==> config.mk <==
export PLATFORM = sky130hd
export DESIGN_NAME = ship_registry
export DESIGN_NICKNAME = d
export VERILOG_FILES = /design/src/rtl/ship_registry.sv
export SDC_FILE = /design/constraint.sdc
export NUM_CORES = 1
export LEC_CHECK = 0
export ABC_AREA = 1
export CAP_MARGIN = 10
export CORE_ASPECT_RATIO = 0.9
export CORE_MARGIN = 2
export CORE_UTILIZATION = 55
export DETAILED_ROUTE_END_ITERATION = 6
export GPL_TIMING_DRIVEN = 0
export PLACE_DENSITY_LB_ADDON = 0.2
export SLEW_MARGIN = 10
export SYNTH_ARGS = -nofsm -noshare
export SYNTH_HDL_FRONTEND = slang
export SYNTH_SLANG_ARGS = --single-unit
==> constraint.sdc <==
create_clock -name clk -period 6.2 [get_ports clk]
set_clock_uncertainty 0.15 [all_clocks]
set_input_delay 1.24 -clock clk [delete_from_list [all_inputs] [get_ports clk]]
set_output_delay 1.24 -clock clk [all_outputs]
set_load 0.02 [all_outputs]
==> src/rtl/ship_registry.sv <==
// ship_registry: per-player battleship ship table.
// Holds up to MAX_SHIPS ships of up to MAX_LEN segments (cell index + live bit),
// resolves one shot per cycle against the live segments of the active ships and
// reports hit / newly-sunk / lowest hit ship one cycle after acceptance.
module ship_registry #(
    parameter int MAX_SHIPS = 5,
    parameter int MAX_LEN   = 5,
    parameter int CELL_W    = 5,
    parameter int SHIP_W    = 3
) (
    input  logic                 clk,
    input  logic                 rst,
    input  logic                 clear,
    input  logic [SHIP_W-1:0]    num_ships,
    input  logic                 load_valid,
    input  logic [SHIP_W-1:0]    load_ship,
    input  logic [2:0]           load_seg,
    input  logic [CELL_W-1:0]    load_cell,
    input  logic                 start,
    input  logic                 shot_valid,
    input  logic [CELL_W-1:0]    shot_cell,
    output logic                 shot_ready,
    output logic                 resp_valid,
    output logic                 resp_hit,
    output logic                 resp_sunk,
    output logic [SHIP_W-1:0]    resp_ship,
    output logic [MAX_SHIPS-1:0] sunk_mask,
    output logic                 all_sunk,
    output logic                 start_err
);

    localparam logic [SHIP_W-1:0] SHIP_LIM = SHIP_W'(MAX_SHIPS);
    localparam logic [2:0]        SEG_LIM  = 3'(MAX_LEN);

    typedef enum logic [1:0] {
        SETUP = 2'd0,
        PLAY  = 2'd1,
        OVER  = 2'd2
    } state_t;

    state_t state, state_nx;

    // Segment storage: cells carry no reset, only the live bits decide validity.
    logic [CELL_W-1:0]                  cells [MAX_SHIPS][MAX_LEN];
    logic [MAX_SHIPS-1:0][MAX_LEN-1:0] live;
    logic [MAX_SHIPS-1:0][MAX_LEN-1:0] live_nx;
    logic [SHIP_W-1:0]                  count;
    logic [SHIP_W-1:0]                  count_nx;
    logic [MAX_SHIPS-1:0]               sunk_nx;
    logic                               start_err_nx;

    // Stage-0 (shot resolution) signals
    logic [MAX_SHIPS-1:0][MAX_LEN-1:0] wr_sel_p0;
    logic [MAX_SHIPS-1:0][MAX_LEN-1:0] live_ld_p0;
    logic [MAX_SHIPS-1:0][MAX_LEN-1:0] match_p0;
    logic [MAX_SHIPS-1:0][MAX_LEN-1:0] live_shot_p0;
    logic [MAX_SHIPS-1:0]               active_p0;
    logic [MAX_SHIPS-1:0]               hit_ships_p0;
    logic [MAX_SHIPS-1:0]               hit_low_p0;
    logic [MAX_SHIPS-1:0]               newly_sunk_p0;
    logic                               load_ok_p0;
    logic                               fire_p0;
    logic                               remaining_p0;
    logic                               start_live_p0;
    logic                               start_ok_p0;
    logic                               start_go_p0;

    // Stage-1 (response) registers
    logic                               vld_p1;
    logic                               hit_p1;
    logic                               sunk_p1;
    logic [SHIP_W-1:0]                  ship_p1;

    function automatic logic [SHIP_W-1:0] lowest_ship(input logic [MAX_SHIPS-1:0] v);
        lowest_ship = '0;
        for (int i = MAX_SHIPS - 1; i >= 0; i--) begin
            if (v[i]) lowest_ship = SHIP_W'(i);
        end
    endfunction

    // ---- stage 0: load decode, shot match, start qualification ----
    // Resolve load, shot and start against the current table contents
    always_comb begin
        load_ok_p0    = (state == SETUP) && load_valid && !clear &&
                        (load_ship < SHIP_LIM) && (load_seg < SEG_LIM);
        fire_p0       = shot_valid && shot_ready && !clear;
        wr_sel_p0     = '0;
        match_p0      = '0;
        active_p0     = '0;
        hit_ships_p0  = '0;
        newly_sunk_p0 = '0;
        remaining_p0  = 1'b0;
        start_live_p0 = 1'b0;
        for (int i = 0; i < MAX_SHIPS; i++) begin
            active_p0[i] = (SHIP_W'(i) < count);
            for (int j = 0; j < MAX_LEN; j++) begin
                wr_sel_p0[i][j] = load_ok_p0 && (load_ship == SHIP_W'(i)) && (load_seg == 3'(j));
                match_p0[i][j]  = live[i][j] && active_p0[i] && (cells[i][j] == shot_cell);
            end
        end
        // A load committed alongside start counts toward the start check.
        live_ld_p0   = live | wr_sel_p0;
        live_shot_p0 = live & ~match_p0;
        for (int i = 0; i < MAX_SHIPS; i++) begin
            hit_ships_p0[i]  = |match_p0[i];
            newly_sunk_p0[i] = (|live[i]) && !(|live_shot_p0[i]);
            if (active_p0[i] && (|live_shot_p0[i])) remaining_p0 = 1'b1;
            if ((SHIP_W'(i) < num_ships) && (|live_ld_p0[i])) start_live_p0 = 1'b1;
        end
        hit_low_p0  = hit_ships_p0 & (~hit_ships_p0 + MAX_SHIPS'(1));
        start_ok_p0 = (num_ships != '0) && (num_ships <= SHIP_LIM) && start_live_p0;
        start_go_p0 = (state == SETUP) && start && !clear && start_ok_p0;
    end

    // Next-state logic: clear dominates, start enters play, last live segment ends the game
    always_comb begin
        state_nx = state;
        if (clear) begin
            state_nx = SETUP;
        end else begin
            case (state)
                SETUP:   if (start_go_p0) state_nx = PLAY;
                PLAY:    if (fire_p0 && !remaining_p0) state_nx = OVER;
                OVER:    state_nx = OVER;
                default: state_nx = SETUP;
            endcase
        end
    end

    // Moore outputs decoded from the state
    always_comb begin
        shot_ready = (state == PLAY);
        all_sunk   = (state == OVER);
    end

    // Next values for table, latched count, sunk bitmap and start error
    always_comb begin
        live_nx = live_ld_p0;
        if (fire_p0) live_nx = live_shot_p0;
        if (clear)   live_nx = '0;
        count_nx = count;
        if (start_go_p0) count_nx = num_ships;
        if (clear)       count_nx = '0;
        // Bitmap reflects the post-update table, so it moves together with resp_valid.
        for (int i = 0; i < MAX_SHIPS; i++) begin
            sunk_nx[i] = (state_nx != SETUP) && (SHIP_W'(i) < count_nx) && !(|live_nx[i]);
        end
        start_err_nx = (state == SETUP) && start && !clear && !start_ok_p0;
    end

    // State, live bits, count and bitmap registers
    always_ff @(posedge clk or negedge rst) begin
        if (!rst) begin
            state     <= SETUP;
            live      <= '0;
            count     <= '0;
            sunk_mask <= '0;
            start_err <= 1'b0;
        end else begin
            state     <= state_nx;
            live      <= live_nx;
            count     <= count_nx;
            sunk_mask <= sunk_nx;
            start_err <= start_err_nx;
        end
    end

    // Cell index storage, written only by accepted loads
    always_ff @(posedge clk) begin
        for (int i = 0; i < MAX_SHIPS; i++) begin
            for (int j = 0; j < MAX_LEN; j++) begin
                if (wr_sel_p0[i][j]) cells[i][j] <= load_cell;
            end
        end
    end

    // ---- stage 1: registered shot response ----
    // Capture the resolved shot result one cycle after acceptance
    always_ff @(posedge clk or negedge rst) begin
        if (!rst) begin
            vld_p1  <= 1'b0;
            hit_p1  <= 1'b0;
            sunk_p1 <= 1'b0;
            ship_p1 <= '0;
        end else begin
            vld_p1  <= fire_p0;
            hit_p1  <= fire_p0 && (|hit_ships_p0);
            sunk_p1 <= fire_p0 && (|(hit_low_p0 & newly_sunk_p0));
            ship_p1 <= fire_p0 ? lowest_ship(hit_ships_p0) : '0;
        end
    end

    assign resp_valid = vld_p1;
    assign resp_hit   = hit_p1;
    assign resp_sunk  = sunk_p1;
    assign resp_ship  = ship_p1;

endmodule

-- Word level (Yosys, flattened, before mapping)
Memories as Yosys holds them, arrays and structs flattened.
Index checks and enable logic that the tools add are counted.
Widths: inputs -> output; s select.
- register bits: 42
- RAM bits: 125
- input port bits: 25
- output and inout port bits: 14
- memories kept: 1
- $lt $le $gt $ge: 18
- add/subtract/negate cells: 1
- bitwise logic cells: 6
- reductions and logical operators: 169
- muxes and demuxes: 86
- eq/ne operators: 35
- memories (memory ; words ; width ; read ports ; clocked after memory_dff ; write ports ; line ; RTL):
    cells ; 5 ; 25 ; 5 ; 0 ; 1 ; 44 ; logic [CELL_W-1:0] cells [MAX_SHIPS][MAX_LEN];
- operators by type and width (kind ; number):
    $mux 25 ; 6
    $reduce_or 5->1 ; 26
    $eq 5x5->1 ; 25
    $reduce_or 25->1 ; 5
    $logic_and 1x1->1 ; 120
    $mux 1 ; 60
    $mux 3 ; 12
    $and 25x25->25 ; 1
    $not 25->25 ; 1
    $or 25x25->25 ; 1
    $mux 5 ; 4
    $lt 1x3->1 const A ; 6
    $lt 2x3->1 const A ; 6
    $logic_not 1->1 ; 13
    $eq 3x2->1 const B ; 4
    $and 5x5->5 ; 2
    $lt 3x3->1 const A ; 3
    $eq 3x1->1 const B ; 2
    $eq 3x3->1 const B ; 2
    $logic_not 3->1 ; 2
    $lt 3x3->1 const B ; 2
    $mux 2 ; 3
    $pmux 2 s3 ; 1
    $add 5x1->5 const B ; 1
    7 further kinds ; 7

-- Logic depth before layout (Yosys ltp)
Gate-level depths: netlist (run 1).
- depth after elaboration: 23
- mapped depth: 20
- gate-level depth less buffers: 19

-- Least setup slack after synthesis (run 1)
Ideal clock, no wire load.
- kind: input port to flip-flop
- start point: input port clear
- end point: register sunk_mask[0]
- data arrival time: 2.914 ns
- required time: 5.925 ns
- cell stages on the path: 17
- setup time: 0.125 ns
- path slack: 3.011 ns
- path buffers: 1
- cells stage by stage: buf_4 -> clkinv_4 -> nand3_4 -> nor2_8 -> nand2_2 -> nor2_1 -> nor2_1 -> nand2_1 -> nor2_1 -> nand2_1 -> nand2_1 -> nand2_2 -> nand3_2 -> nand2_1 -> nand2_2 -> nor2_1 -> a21oi_1
- RTL lines (element ; line ; RTL):
    start, declared ; 13 ; input logic clear,
    end signal, assigned ; 163 ; sunk_mask <= sunk_nx;
    end, declared ; 27 ; output logic [MAX_SHIPS-1:0] sunk_mask,

==> run_summary.xml, run 1 <==
<?xml version="1.0" encoding="UTF-8"?>
<metrics>
  <group name="outcome">
    <metric name="status" unit="">finished clean</metric>
  </group>
  <group name="global_route">
    <metric name="grt_pass1_wl" unit="um">37700</metric>
    <metric name="track_usage" unit="%">31.8</metric>
    <metric name="antenna_violations_before_repair" unit="">0</metric>
    <metric name="vias_in_the_first_global_route" unit="">6818</metric>
    <metric name="overflow" unit="">0</metric>
    <metric name="grt_start_max_net_pins" unit="">26</metric>
  </group>
  <group name="sta">
    <metric name="fmax" unit="MHz">237</metric>
    <metric name="setup_repair_after_global_routing_missed_its_margin" unit="">no</metric>
    <metric name="timing.final.crit_share" unit="%">68.0</metric>
    <metric name="worst_slew_pin_slew" unit="ns">1.25</metric>
    <metric name="whs" unit="ns">0.457</metric>
    <metric name="relSlewSlack" unit="%">16.7</metric>
    <metric name="setup_viol_count_final" unit="">0</metric>
    <metric name="period_needed" unit="ns">4.22</metric>
    <metric name="timing.setup.tns" unit="ns">0</metric>
    <metric name="hold_viol" unit="">0</metric>
    <metric name="slew_viol_final" unit="">0</metric>
  </group>
  <group name="cts">
    <metric name="clock_path_buffers" unit="">2</metric>
    <metric name="cts_tree" unit="">built</metric>
    <metric name="cts_inserted_buffers" unit="">17</metric>
    <metric name="clkSinkCount" unit="">167</metric>
    <metric name="ctsHtreeMaxLevel" unit="">4</metric>
    <metric name="postCtsSetupBuffers" unit="">0</metric>
    <metric name="clk_transition_reported_paths" unit="ns">0.07</metric>
    <metric name="ctsRootBufferMaster" unit="">sky130_fd_sc_hd__clkbuf_16</metric>
    <metric name="clkLatencyLatePin" unit="ns">0.43</metric>
    <metric name="cts_resized" unit="">0</metric>
    <metric name="cts_hold_fix_bufs" unit="">0</metric>
  </group>
  <group name="flow_run">
    <metric name="cap_violations" unit="">0</metric>
  </group>
  <group name="yosys">
    <metric name="post-synth-top-area-cell" unit="">sky130_fd_sc_hd__edfxtp_1</metric>
    <metric name="synth_cell_type_count" unit="">43</metric>
    <metric name="synth_sequential_area_ratio" unit="%">56.0</metric>
    <metric name="postSynthCellCount" unit="">1002</metric>
    <metric name="post_synth_instance_area" unit="um2">8570</metric>
    <metric name="synthTopCellsByArea" unit="">sky130_fd_sc_hd__edfxtp_1, sky130_fd_sc_hd__nand2_1, sky130_fd_sc_hd__dfrtp_1</metric>
    <metric name="synth_area_per_cell" unit="um2">8.56</metric>
    <metric name="post-synth-top-area-fraction" unit="%">43.8</metric>
    <metric name="postSynth.topFlopCell" unit="">sky130_fd_sc_hd__edfxtp_1</metric>
    <metric name="synthesis.yosys.warnings" unit="">0</metric>
    <metric name="synth-edff-count" unit="">125</metric>
    <metric name="synthMostInstantiatedCell" unit="">sky130_fd_sc_hd__nand2_1</metric>
    <metric name="synth.net_count" unit="">1027</metric>
    <metric name="postSynthRegisterBits" unit="">167</metric>
    <metric name="synth_async_sr_flop_share" unit="%">25.1</metric>
    <metric name="synth.cells.most_frequent" unit="">sky130_fd_sc_hd__nand2_1, sky130_fd_sc_hd__nor2_1, sky130_fd_sc_hd__edfxtp_1</metric>
  </group>
  <group name="floorplan">
    <metric name="die_h" unit="um">122</metric>
    <metric name="fp.coreArea" unit="um2">15300</metric>
    <metric name="top_level_ports" unit="">39</metric>
    <metric name="start_util" unit="%">55.9</metric>
    <metric name="placementRows" unit="">43</metric>
    <metric name="die_width" unit="um">136</metric>
    <metric name="die-area" unit="um2">16600</metric>
  </group>
  <group name="power">
    <metric name="p_total" unit="mW">2.46</metric>
    <metric name="power.density" unit="nW/um2">253</metric>
    <metric name="total_leakage_power" unit="nW">4.39</metric>
    <metric name="ir_drop_worst_vdd" unit="mV">0.206</metric>
  </group>
  <group name="drt">
    <metric name="drtPass1Iterations" unit="">6</metric>
    <metric name="post_drt_wl_per_cell" unit="um">19.6</metric>
    <metric name="drt-initial-drc-count" unit="">741</metric>
    <metric name="drt_drc_violations_left" unit="">0</metric>
    <metric name="num_vias" unit="">7053</metric>
    <metric name="ant_nets" unit="">0</metric>
    <metric name="finalWirelength" unit="um">24900</metric>
    <metric name="drt-vias-per-instance" unit="">5.55</metric>
  </group>
  <group name="worst_hold_path">
    <metric name="hold_path.startpoint" unit="">live[18]</metric>
    <metric name="hold-path-cell-count" unit="">2</metric>
    <metric name="worst_hold_end" unit="">live[18]</metric>
    <metric name="worstHoldPathType" unit="">flop to flop</metric>
  </group>
  <group name="critical_path">
    <metric name="regToRegEndpoint" unit="">sunk_mask[3]</metric>
    <metric name="worst_setup_path_end_kind" unit="">flop</metric>
    <metric name="crit_path_frequent_cell" unit="">sky130_fd_sc_hd__nand2_1</metric>
    <metric name="max_stage_delay" unit="ns">0.70</metric>
    <metric name="r2r_cells" unit="">16</metric>
    <metric name="critPathArrivalTime" unit="ns">4.38</metric>
    <metric name="worst_path_max_delay_cell" unit="">sky130_fd_sc_hd__nor3_1</metric>
    <metric name="path_max_fanout" unit="">6</metric>
    <metric name="worstPathCellList" unit="">clkdlybuf4s50_1 -&gt; inv_1 -&gt; nor3_1 -&gt; inv_1 -&gt; nor2_1 -&gt; nor2_1 -&gt; nand3_1 -&gt; nand2_1 -&gt; nand2_1 -&gt; nand2_1 -&gt; nand2_2 -&gt; nand3_2 -&gt; nand2_1 -&gt; nand2_2 -&gt; nor2_1 -&gt; a21oi_1</metric>
    <metric name="cp-start-kind" unit="">primary input</metric>
    <metric name="regToRegStartpoint" unit="">count[2]</metric>
    <metric name="r2r_setup_slack" unit="ns">3.28</metric>
    <metric name="timing_worst_setup_path_type" unit="">primary input to flop</metric>
    <metric name="critical_path_rt" unit="ns">6.37</metric>
  </group>
  <group name="place">
    <metric name="port-buffer-count" unit="">33</metric>
    <metric name="place_congestion" unit="">0.960</metric>
    <metric name="place_hpwl" unit="um">16600</metric>
  </group>
  <group name="cells_and_area">
    <metric name="layout_net_count" unit="">1080</metric>
    <metric name="drive_gt1_share" unit="%">7.77</metric>
    <metric name="multi_input_area" unit="um2">3070</metric>
    <metric name="insertedDiodeCount" unit="">0</metric>
    <metric name="fillers" unit="">1279</metric>
    <metric name="layout.area.seq" unit="um2">4800</metric>
    <metric name="syn_to_final_growth" unit="%">13.8</metric>
  </group>
</metrics>
-- state kept, by name (all words and copies together) (netlist names) --
signal and flops:
state 2, cells 125, resp_sunk 1, resp_ship 3, start_err 1, sunk_mask 5
count 3, resp_valid 1, live 25, resp_hit 1
-- where the power goes --
group | switching (mW) | internal (mW)
logic | 0.132 | 0.0516
clock network | 0.428 | 0.643
registers | 0.00258 | 1.21
-- cells in the final DEF (no fill, tap or decap), drive strengths merged --
cell,synthesis,layout
a22oi,1,1
xnor2,6,6
nand2,310,310
o21bai,2,2
nor4,2,2
nand3b,1,1
nand4,5,5
xor2,24,24
o2111a,1,1
nor2,155,155
bufinv,0,2
nor3,24,24
o21ai,39,39
o2111ai,2,2
a31oi,1,1
a311oi,2,2
dfrtp,42,42
clkdlybuf4s50,0,29
o21a,2,2
a21oi,29,29
edfxtp,125,125
or2,2,2
nand3,66,66
clkbuf,3,27
clkinvlp,0,2
nor3b,2,2
a21boi,1,1
clkinv,1,5
o22ai,1,1
buf,24,29
inv,127,127
a211oi,1,1
or4,1,1
-- through the flow --
step | cell area, um2 | setup WS (ns) | util [%] | std cells
2_1_floorplan | 8570 | 3.01 | - | 1002
3_3_place_gp | 9160 | 1.75 | 59.7 | 1237
3_5_place_dp | 9180 | 1.67 | 59.9 | 1238
4_1_cts | 9770 | 2.12 | 63.7 | 1270
5_1_grt | 9760 | 1.78 | 63.6 | 1270
6_report | 9760 | 1.98 | 63.6 | 1270
-- logic make-up (layout without fill, tap and decap cells) --
logic type / count (synthesis) / after routing / synth area share, %
AOI/OAI and AO/OA: 82 / 82 / 5.31
xor gates and xnor gates: 30 / 30 / 3.06
buffers and inverters: 155 / 221 / 8.10
DFF: 167 / 167 / 56.0
and+or+nand+nor: 568 / 568 / 27.5
-- routing by layer --
layer,GRT usage (%),routed length (um),vias up
met5,0,0,-
met4,11.7,728,0
met3,7.39,2700,53
met2,49.7,11200,404
met1,43.7,10200,3271
li1,-,-,3325
-- worst max-delay path, delay by kind of cell --
kind	cells	cell delay (ns)
simple gates	12	2.21
compound gates	1	0.08
buf+inv	3	0.83
-- worst max path at each step --
stage                start  slack, ns      endpoint  cells after the start
3_5_place_dp   load_seg[0]       1.67  sunk_mask[0]                     16
2_1_floorplan        clear       3.01  sunk_mask[0]                     17
3_3_place_gp   load_seg[0]       1.75  sunk_mask[2]                     17
4_1_cts        load_seg[0]       2.12  sunk_mask[0]                     16
5_1_grt        load_seg[0]       1.78  sunk_mask[0]                     16
6_report       load_seg[0]       1.98  sunk_mask[0]                     16
-- final cells by class --
type / count / area share (%)
Timing Repair Buffer: 34 / 3.46
Multi-Input combinational cell: 680 / 31.5
Sequential cell: 167 / 49.2
Inverter: 128 / 5.03
Tap cell: 202 / 2.59
Clock buffer: 24 / 5.14
Buffer: 27 / 2.09
Clock inverter: 8 / 0.962
Power figures use the tool's default switching activity.
==> run 2: changes to the inputs <==
==> constraint.sdc (replaced) <==
create_clock -name clk -period 3.5 [get_ports clk]
set_clock_uncertainty 0.15 [all_clocks]
set_input_delay 0.7 -clock clk [delete_from_list [all_inputs] [get_ports clk]]
set_output_delay 0.7 -clock clk [all_outputs]
set_load 0.02 [all_outputs]
==> run 2 against run 1 <==
Final area increased by 0.23%. Combinational power rose by 78%. Via count down 0.11%. Global-route usage hardly changed. Hold slack got worse by 0.32 ns. Die area did not move. Highest routed layer unchanged. Routed wire length up 0.12%. Total power is 77% higher. Register-to-register slack got worse by 2.7 ns.
==> run_summary.xml, run 2 (synthesis results as in run 1) <==
<?xml version="1.0" encoding="UTF-8"?>
<metrics>
  <group name="outcome">
    <metric name="status" unit="">finished clean</metric>
  </group>
  <group name="cells_and_area">
    <metric name="registers.top_by_ff_count" unit="">cells</metric>
    <metric name="drive_gt1_share" unit="%">8.24</metric>
    <metric name="syn_to_final_growth" unit="%">14.1</metric>
    <metric name="layout_net_count" unit="">1080</metric>
    <metric name="layout.area.seq" unit="um2">4800</metric>
    <metric name="fillers" unit="">1275</metric>
    <metric name="layout.cells.most_common" unit="">sky130_fd_sc_hd__nand2_1</metric>
    <metric name="multi_input_area" unit="um2">3100</metric>
    <metric name="final_cell_mix" unit="">sky130_fd_sc_hd__nand2_1, sky130_fd_sc_hd__nor2_1, sky130_fd_sc_hd__edfxtp_1, sky130_fd_sc_hd__inv_1, sky130_fd_sc_hd__nand3_1</metric>
    <metric name="insertedDiodeCount" unit="">0</metric>
    <metric name="max_ffs_per_register" unit="">125</metric>
    <metric name="largest_registers" unit="">cells: 125 flops, live: 25 flops, sunk_mask: 5 flops</metric>
  </group>
  <group name="cts">
    <metric name="ctsHtreeMaxLevel" unit="">4</metric>
    <metric name="clk_transition_reported_paths" unit="ns">0.06</metric>
    <metric name="postCtsSetupBuffers" unit="">0</metric>
    <metric name="cts_tree" unit="">built</metric>
    <metric name="clkSinkCount" unit="">167</metric>
    <metric name="ctsRootBufferMaster" unit="">sky130_fd_sc_hd__clkbuf_16</metric>
    <metric name="cts_inserted_buffers" unit="">17</metric>
    <metric name="clock_path_buffers" unit="">2</metric>
    <metric name="cts_hold_fix_bufs" unit="">0</metric>
    <metric name="clkLatencyLatePin" unit="ns">0.43</metric>
  </group>
  <group name="sta">
    <metric name="setup_viol_count_final" unit="">0</metric>
    <metric name="relSlewSlack" unit="%">17.4</metric>
    <metric name="slew_viol_final" unit="">0</metric>
    <metric name="fmax" unit="MHz">301</metric>
    <metric name="period_needed" unit="ns">3.33</metric>
    <metric name="timing.setup.tns" unit="ns">0</metric>
    <metric name="timing.final.crit_share" unit="%">95.0</metric>
    <metric name="hold_viol" unit="">0</metric>
    <metric name="worst_slew_pin_slew" unit="ns">1.23</metric>
  </group>
  <group name="floorplan">
    <metric name="placementRows" unit="">43</metric>
    <metric name="die-area" unit="um2">16600</metric>
    <metric name="die_width" unit="um">136</metric>
    <metric name="start_util" unit="%">55.9</metric>
    <metric name="fp.coreArea" unit="um2">15300</metric>
    <metric name="top_level_ports" unit="">39</metric>
    <metric name="die_h" unit="um">122</metric>
  </group>
  <group name="global_route">
    <metric name="antenna_violations_before_repair" unit="">0</metric>
    <metric name="grt_start_max_net_pins" unit="">26</metric>
    <metric name="track_usage" unit="%">31.8</metric>
    <metric name="vias_in_the_first_global_route" unit="">6817</metric>
    <metric name="grt_pass1_wl" unit="um">37700</metric>
    <metric name="overflow" unit="">0</metric>
  </group>
  <group name="critical_path">
    <metric name="critPathArrivalTime" unit="ns">3.49</metric>
    <metric name="timing_worst_setup_path_type" unit="">primary input to flop</metric>
    <metric name="critical_path_rt" unit="ns">3.67</metric>
    <metric name="cp-start-kind" unit="">primary input</metric>
    <metric name="worst_setup_path_end_kind" unit="">flop</metric>
    <metric name="path_max_fanout" unit="">7</metric>
  </group>
  <group name="drt">
    <metric name="drt_drc_violations_left" unit="">0</metric>
    <metric name="post_drt_wl_per_cell" unit="um">19.6</metric>
    <metric name="num_vias" unit="">7045</metric>
    <metric name="drt-vias-per-instance" unit="">5.55</metric>
    <metric name="drt-initial-drc-count" unit="">790</metric>
    <metric name="ant_nets" unit="">0</metric>
    <metric name="drtPass1Iterations" unit="">5</metric>
    <metric name="finalWirelength" unit="um">24900</metric>
  </group>
  <group name="place">
    <metric name="place_hpwl" unit="um">16600</metric>
    <metric name="port-buffer-count" unit="">33</metric>
    <metric name="place_congestion" unit="">0.960</metric>
  </group>
  <group name="power">
    <metric name="total_leakage_power" unit="nW">4.39</metric>
    <metric name="power.density" unit="nW/um2">446</metric>
    <metric name="p_total" unit="mW">4.36</metric>
    <metric name="ir_drop_worst_vdd" unit="mV">0.364</metric>
  </group>
  <group name="worst_hold_path">
    <metric name="worstHoldPathType" unit="">primary input to asynchronous set/reset pin</metric>
  </group>
  <group name="flow_run">
    <metric name="cap_violations" unit="">0</metric>
  </group>
</metrics>
==> run 2: cell counts in the layout (fill, tap and decap cells not counted) <==
Identical to the previous run, type by type.
==> run 2: metal layers <==
layer / vias to the layer above / GRT usage [%] / wire (um)
met4: 0 / 11.7 / 722
met3: 56 / 7.39 / 2510
met5: - / 0 / 0
met2: 382 / 49.7 / 11300
met1: 3275 / 43.6 / 10400
li1: 3332 / - / -
==> run 2: final timing paths <==
kind / startpoint / to / slack, ns / cells past startpoint
setup / recovery: load_seg[1] / sunk_mask[0] / 0.17 / 16
hold / removal: rst / resp_hit / 0.13 / 1
setup reg to reg: count[2] / sunk_mask[3] / 0.56 / 16
hold reg to reg: live[18] / live[18] / 0.46 / 2
max in group asynchronous: rst / live[6] / 2.52 / 2
min in group clk: clear / state[1] / 0.39 / 2
==> run 2: area by class of cell <==
| class | instances | area share [%] |
|---|---|---|
| clock buffer | 24 | 5.13 |
| clock inverter | 8 | 0.959 |
| buffer | 27 | 2.08 |
| sequential | 167 | 49.1 |
| tap | 202 | 2.58 |
| timing repair buffer | 34 | 3.45 |
| inverter | 128 | 5.01 |
| multi-input combinational | 680 | 31.7 |
==> run 2: repair_timing <==
action | CTS | global route
setup endpoints to repair | 4 | 6
resized for setup | 1 | 4
gates cloned | 0 | 0
==> run 2: power breakdown <==
part	switching [mW]	internal, mW	total (mW)
Clock	0.754	1.14	1.89
Combinational	0.234	0.0918	0.326
Sequential	0.00461	2.14	2.14
==> run 2: per-stage QoR <==
step | hold slack [ns] | setup slack [ns] | cell area, um2 | instances | utilization, %
floorplan | 0.254 | 0.851 | 8570 | 1002 | -
global placement | 0.439 | -0.412 | 9160 | 1237 | 59.7
detailed placement | 0.441 | -0.493 | 9180 | 1238 | 59.9
CTS | 0.141 | 0.0115 | 9780 | 1270 | 63.8
global route | 0.164 | -0.0378 | 9780 | 1270 | 63.8
finish | 0.135 | 0.175 | 9780 | 1270 | 63.8
==> run 2: worst max-delay path, stage by stage <==
cell and delay, ns:
sky130_fd_sc_hd__clkdlybuf4s50_1 0.56, sky130_fd_sc_hd__inv_1 0.11, sky130_fd_sc_hd__nor3_2 0.42, sky130_fd_sc_hd__inv_1 0.16
sky130_fd_sc_hd__nor2_1 0.51, sky130_fd_sc_hd__nor2_1 0.08, sky130_fd_sc_hd__nand2_1 0.09, sky130_fd_sc_hd__nor2_1 0.07
sky130_fd_sc_hd__nand2_1 0.07, sky130_fd_sc_hd__nand2_1 0.05, sky130_fd_sc_hd__nand2_2 0.10, sky130_fd_sc_hd__nand3_2 0.12
sky130_fd_sc_hd__nand2_1 0.13, sky130_fd_sc_hd__nand2_2 0.11, sky130_fd_sc_hd__nor2_1 0.14, sky130_fd_sc_hd__a21oi_1 0.08
